### src/rtl/mem_access_stage.sv
// MEM-stage load/store unit: issues one single-beat bus transaction per memory
// instruction, stalls the pipeline until it completes, and formats the writeback value.
module mem_access_stage #(
   parameter int TIMEOUT_CYCLES = 255,
   parameter int CNT_W          = 8
) (
   input  logic        clk,
   input  logic        rst,
   input  logic [31:0] PC_MEM,
   input  logic [31:0] AluOutM,
   input  logic [31:0] StoreDataM,
   input  logic [4:0]  RdM,
   input  logic [2:0]  RegWriteM,
   input  logic        MemToRegM,
   input  logic [3:0]  MemWriteM,
   input  logic        LoadNpcM,
   output logic        bus_req,
   output logic        bus_we,
   output logic [31:0] bus_addr,
   output logic [31:0] bus_wdata,
   output logic [3:0]  bus_wstrb,
   input  logic        bus_ready,
   input  logic [31:0] bus_rdata,
   output logic        stall_mem,
   output logic [31:0] ResultM,
   output logic [4:0]  RdOut,
   output logic [2:0]  RegWriteOut,
   output logic        misalign,
   output logic        bus_timeout
);

   typedef enum logic [1:0] {IDLE = 2'd0, BUS = 2'd1, DONE = 2'd2} state_t;

   localparam logic [CNT_W-1:0] CNT_LAST = CNT_W'(TIMEOUT_CYCLES - 1);

   state_t          state_r, state_next_s;
   logic [CNT_W-1:0] cnt_r;
   logic [31:0]     load_q_r;
   logic            mem_op_s, word_s, half_s, misalign_s, start_s, abort_s;

   // Extract the addressed byte/half from the read word and extend it to 32 bits.
   function automatic logic [31:0] fmt_load(input logic [2:0] kind, input logic [1:0] off,
                                            input logic [31:0] word);
      logic [7:0]  b;
      logic [15:0] h;
      b = word[{off, 3'b000} +: 8];
      h = off[1] ? word[31:16] : word[15:0];
      case (kind)
         3'd1:    fmt_load = {{24{b[7]}}, b};
         3'd2:    fmt_load = {{16{h[15]}}, h};
         3'd4:    fmt_load = {24'd0, b};
         3'd5:    fmt_load = {16'd0, h};
         default: fmt_load = word;
      endcase
   endfunction

   // Access classification and alignment check.
   always_comb begin
      mem_op_s   = MemToRegM | (|MemWriteM);
      word_s     = (MemToRegM && (RegWriteM == 3'd3)) || (MemWriteM == 4'b1111);
      half_s     = (MemToRegM && ((RegWriteM == 3'd2) || (RegWriteM == 3'd5)))
                   || (MemWriteM == 4'b0011);
      misalign_s = mem_op_s && ((word_s && (AluOutM[1:0] != 2'b00)) || (half_s && AluOutM[0]));
      start_s    = mem_op_s && !misalign_s;
   end

   // Next-state and stall decode.
   always_comb begin
      state_next_s = state_r;
      stall_mem    = 1'b0;
      abort_s      = 1'b0;
      case (state_r)
         IDLE: begin
            if (start_s) begin
               stall_mem    = 1'b1;
               state_next_s = BUS;
            end else begin
               state_next_s = IDLE;
            end
         end
         BUS: begin
            stall_mem = 1'b1;
            if (bus_ready) begin
               state_next_s = DONE;
            end else if (cnt_r == CNT_LAST) begin
               state_next_s = DONE;
               abort_s      = 1'b1;
            end else begin
               state_next_s = BUS;
            end
         end
         DONE:    state_next_s = IDLE;
         default: state_next_s = IDLE;
      endcase
   end

   // State, bus request registers, timeout counter and captured load data.
   always_ff @(posedge clk or posedge rst) begin
      if (rst) begin
         state_r     <= IDLE;
         bus_req     <= 1'b0;
         bus_we      <= 1'b0;
         bus_addr    <= 32'd0;
         bus_wdata   <= 32'd0;
         bus_wstrb   <= 4'd0;
         load_q_r    <= 32'd0;
         cnt_r       <= '0;
         bus_timeout <= 1'b0;
      end else begin
         state_r     <= state_next_s;
         bus_timeout <= abort_s;
         case (state_r)
            IDLE: begin
               if (start_s) begin
                  bus_req   <= 1'b1;
                  bus_we    <= |MemWriteM;
                  bus_addr  <= {AluOutM[31:2], 2'b00};
                  bus_wdata <= StoreDataM << {AluOutM[1:0], 3'b000};
                  bus_wstrb <= MemWriteM << AluOutM[1:0];
                  cnt_r     <= '0;
               end
            end
            BUS: begin
               if (bus_ready) begin
                  bus_req  <= 1'b0;
                  load_q_r <= fmt_load(RegWriteM, AluOutM[1:0], bus_rdata);
               end else if (cnt_r == CNT_LAST) begin
                  bus_req  <= 1'b0;
                  load_q_r <= 32'd0;
               end else begin
                  cnt_r <= cnt_r + {{(CNT_W-1){1'b0}}, 1'b1};
               end
            end
            default: ;
         endcase
      end
   end

   // Writeback formatting; a timed-out access only reports through DONE.
   always_comb begin
      if (MemToRegM) begin
         ResultM = load_q_r;
      end else if (LoadNpcM) begin
         ResultM = PC_MEM + 32'd4;
      end else begin
         ResultM = AluOutM;
      end
      if (misalign_s || ((state_r == DONE) && bus_timeout)) begin
         RegWriteOut = 3'd0;
      end else begin
         RegWriteOut = RegWriteM;
      end
      RdOut    = RdM;
      misalign = misalign_s;
   end

endmodule

### config.mk
export PLATFORM = sky130hd
export DESIGN_NAME = mem_access_stage
export DESIGN_NICKNAME = d
export VERILOG_FILES = /design/src/rtl/mem_access_stage.sv
export SDC_FILE = /design/constraint.sdc
export NUM_CORES = 1
export LEC_CHECK = 0
export BUFFER_PORTS_ARGS = -buffer_cell sky130_fd_sc_hd__buf_2
export CAP_MARGIN = 20
export CORE_ASPECT_RATIO = 1.1
export CORE_MARGIN = 5
export CORE_UTILIZATION = 35
export DETAILED_ROUTE_END_ITERATION = 7
export GPL_TIMING_DRIVEN = 1
export HOLD_SLACK_MARGIN = 0.06
export MAX_ROUTING_LAYER = met4
export PLACE_DENSITY = 0.64
export SYNTH_ARGS = -nofsm -noshare
export SYNTH_HDL_FRONTEND = slang
export SYNTH_SLANG_ARGS = --single-unit
### constraint.sdc
create_clock -name clk -period 9.1 [get_ports clk]
set_input_delay 1.365 -clock clk [delete_from_list [all_inputs] [get_ports clk]]
set_output_delay 1.365 -clock clk [all_outputs]
set_load 0.01 [all_outputs]
==> summary.md <==
| Metric | Value |
|---|---|
| RSZ-0062 raised after global routing | no |
| Post-route minimum period | 4.81 ns |
| Arr. time, crit path | 3.44 ns |
| # clock sinks | 111 |
| Kind of critical path | in2out |
| NumNets Final | 1078 |
| Synth Area per Inst | 9.36 sq um |
| Num CTS Buffers | 9 |
| Drt via density | 5.39 |
| GR Util All Layers | 20.7% |
| Placed cell count | 1166 |
| I/O Pins | 258 |
| Total Power | 2.11 mW |
| Post-synth top cells | dfrtp_1, o21ai_0, nand2_1 |
| Clock-pin slew on the worst setup and hold paths | 0.08 ns |
| Share of cells above drive strength 1 | 32.3% |
| PwrDens | 250 mW/mm^2 |
| Ys flop type | dfrtp_1 |
| Synth unique cells | 59 |
| Slew @ Worst Pin | 0.944 ns |
| Tcrit/Tclk final | 52.8% |
| Register area share after synthesis | 41.0% |
| Status | completed |
| Die width | 143 microns |
| Placed Area | 0.00810 sq mm |
| Fin. max-slew vios | 0 |
| Drt initial violations | 478 |
| Area share of the leading cell type in the synthesized netlist | 41.0% |
| Final setup vio count | 0 |
| Final WL | 22.6 mm |
| Req. time, crit path | 7.74 ns |
| Fin cells | 1188 |
| Final core utilization | 44.1% |
| DR DRC count | 0 |
| Initial antenna violation count | 5 |
| Most area-consuming cells after synthesis | dfrtp_1, o21ai_0, mux2_1 |
| Die height | 156 microns |
| Maximum fanout along the worst path | 12 |
| Largest net degree at the start of global routing | 69 |
| # rows | 53 |
| Min-Delay Path Class | reg2reg |
| Area Overhead vs Synth | 24.2% |
| First-pass GRT wire length | 35.3 mm |
| Setup Buffers After CTS | 0 |
| Detail Route Antenna Nets | 0 |
| Leakage | 3.84 nW |
| Cells after Synth | 724 |
| Vias in the first global route | 6448 |
| Slew margin rel. | 36.8% |
| Worst vdd ir | 0.000168 V |
| Post-synth EDFFs | 0 |
| Final-layout fill cell count | 1880 |
| CORE AREA | 0.0191 sq mm |
| CTS root buf | clkbuf_16 |
| Ys async rst share | 100% |
| Hold Fails Final Rpt | 0 |
| Hold buffer count at cts | 0 |
| Kind of end point of the critical path | output pin |
| Gp weighted congestion | 0.923 |
| Final Skew | 0.00877 ns |
| Via Count | 6408 |
| Setup TNS Final | 0 ns |
| Max Freq | 208 MHz |
| Global route overflow | 0 |
| CTS tree | built |
| PostCTS Resize Cnt | 0 |
| Post-DP HPWL | 17.1 mm |
| #FFs+latches synth | 111 |
| Pre-antenna DRT Iters | 4 |
| Htree depth | 3 |
| Synthesis Warnings | 0 |
| Die Footprint | 0.0223 sq mm |
| Cell Area, Synth | 0.00678 sq mm |
| Drt wl/cell | 19.0 microns |
| Area leader, netlist | dfrtp_1 |
| MaxCap Viol Count | 0 |
| Final Cell Area | 0.00842 sq mm |
| Count leader, synth | dfrtp_1 |
| Initial Util | 35.5% |
| Clk Latency, worst-skew pair | 0.36 ns |
| Count of input and output buffers | 245 |
| CTS max path bufs | 2 |
| Worst setup SP type | input pin |
cell type report:
cell class	count	area, sq um	area share (%)
Antenna cell	6	15.0	0.178
Clock buffer	10	239	2.84
Clock inverter	6	67.6	0.802
Inverter	15	58.8	0.698
Multi-Input combinational cell	539	3660	43.5
Sequential cell	111	2780	33.0
Tap cell	247	309	3.67
Timing Repair Buffer	254	1290	15.4
layer usage:
layer	up-vias	track usage, %	routed length [microns]
li1	3068	-	-
met1	3031	25.9	9380
met2	281	33.2	10800
met3	28	4.20	1870
met4	0	7.24	540
met5	-	-	0
per-stage QoR:
step / worst slack (ns) / hold slack, ns
2_1_floorplan: 4.80 / 0.444
3_3_place_gp: 4.34 / 0.460
3_5_place_dp: 4.29 / 0.464
4_1_cts: 4.27 / 0.482
5_1_grt: 4.09 / 0.503
6_report: 4.29 / 0.478
power breakdown:
group	internal [mW]	switching, mW	leakage [nW]
logic	0.379	0.485	2.32
registers	0.711	0.118	1.37
clock network	0.222	0.193	0.145
total	1.31	0.795	3.84
placed cells by master, fill, tap and decap left out, drive strengths merged, types with 3 or more instances in the layout:
cell / count
buf: 254
dfrtp: 111
o21ai: 87
nand2: 70
mux2: 57
nor2: 49
mux2i: 29
a21oi: 25
xnor2: 23
nor3b: 18
nand3: 17
a221o: 16
inv: 16
nor2b: 13
o31ai: 12
a211oi: 10
clkbuf: 10
o41ai: 9
a22oi: 9
nor3: 8
nand4: 8
o21a: 8
a22o: 8
diode: 6
or3: 6
and4: 5
nor4: 5
o211ai: 4
a21o: 4
and3: 4
xor2: 4
o22ai: 3
and2: 3
ha: 3
a311oi: 3
sequential cells by signal (all words and copies together), names as in the netlist:
register	cells
cnt_r	8
bus_we	1
bus_wstrb	4
bus_addr	30
bus_wdata	32
bus_req	1
bus_timeout	1
state_r	2
load_q_r	32
kinds of logic after synthesis:
logic type / synth area share [%]
other cells: 0.0553
fa+ha+maj: 0.701
compound gates: 19.7
simple gates: 15.7
xor+xnor: 3.49
mux: 14.1
flops: 41.0
buf+inv: 5.28
worst max-delay path: stages:
cell	delay, ns
buf_2	0.12
and4_1	0.34
nand4_1	0.49
or4_1	0.60
a311oi_1	0.28
a21o_1	0.11
buf_2	0.12
worst paths after layout:
| check | cells after the start | slack [ns] | start | to |
|---|---|---|---|---|
| worst max-delay path | 7 | 4.29 | PC_MEM[6] | ResultM[27] |
| worst min-delay path | 1 | 0.48 | bus_req | bus_req |
| worst max register to register | 6 | 6.47 | state_r[0] | bus_addr[25] |
| worst min register to register | 1 | 0.48 | bus_req | bus_req |
| max in group asynchronous | 3 | 6.73 | rst | load_q_r[24] |
| min in group asynchronous | 2 | 1.07 | rst | bus_addr[4] |
No activity file was read; power rests on OpenSTA's default activity.
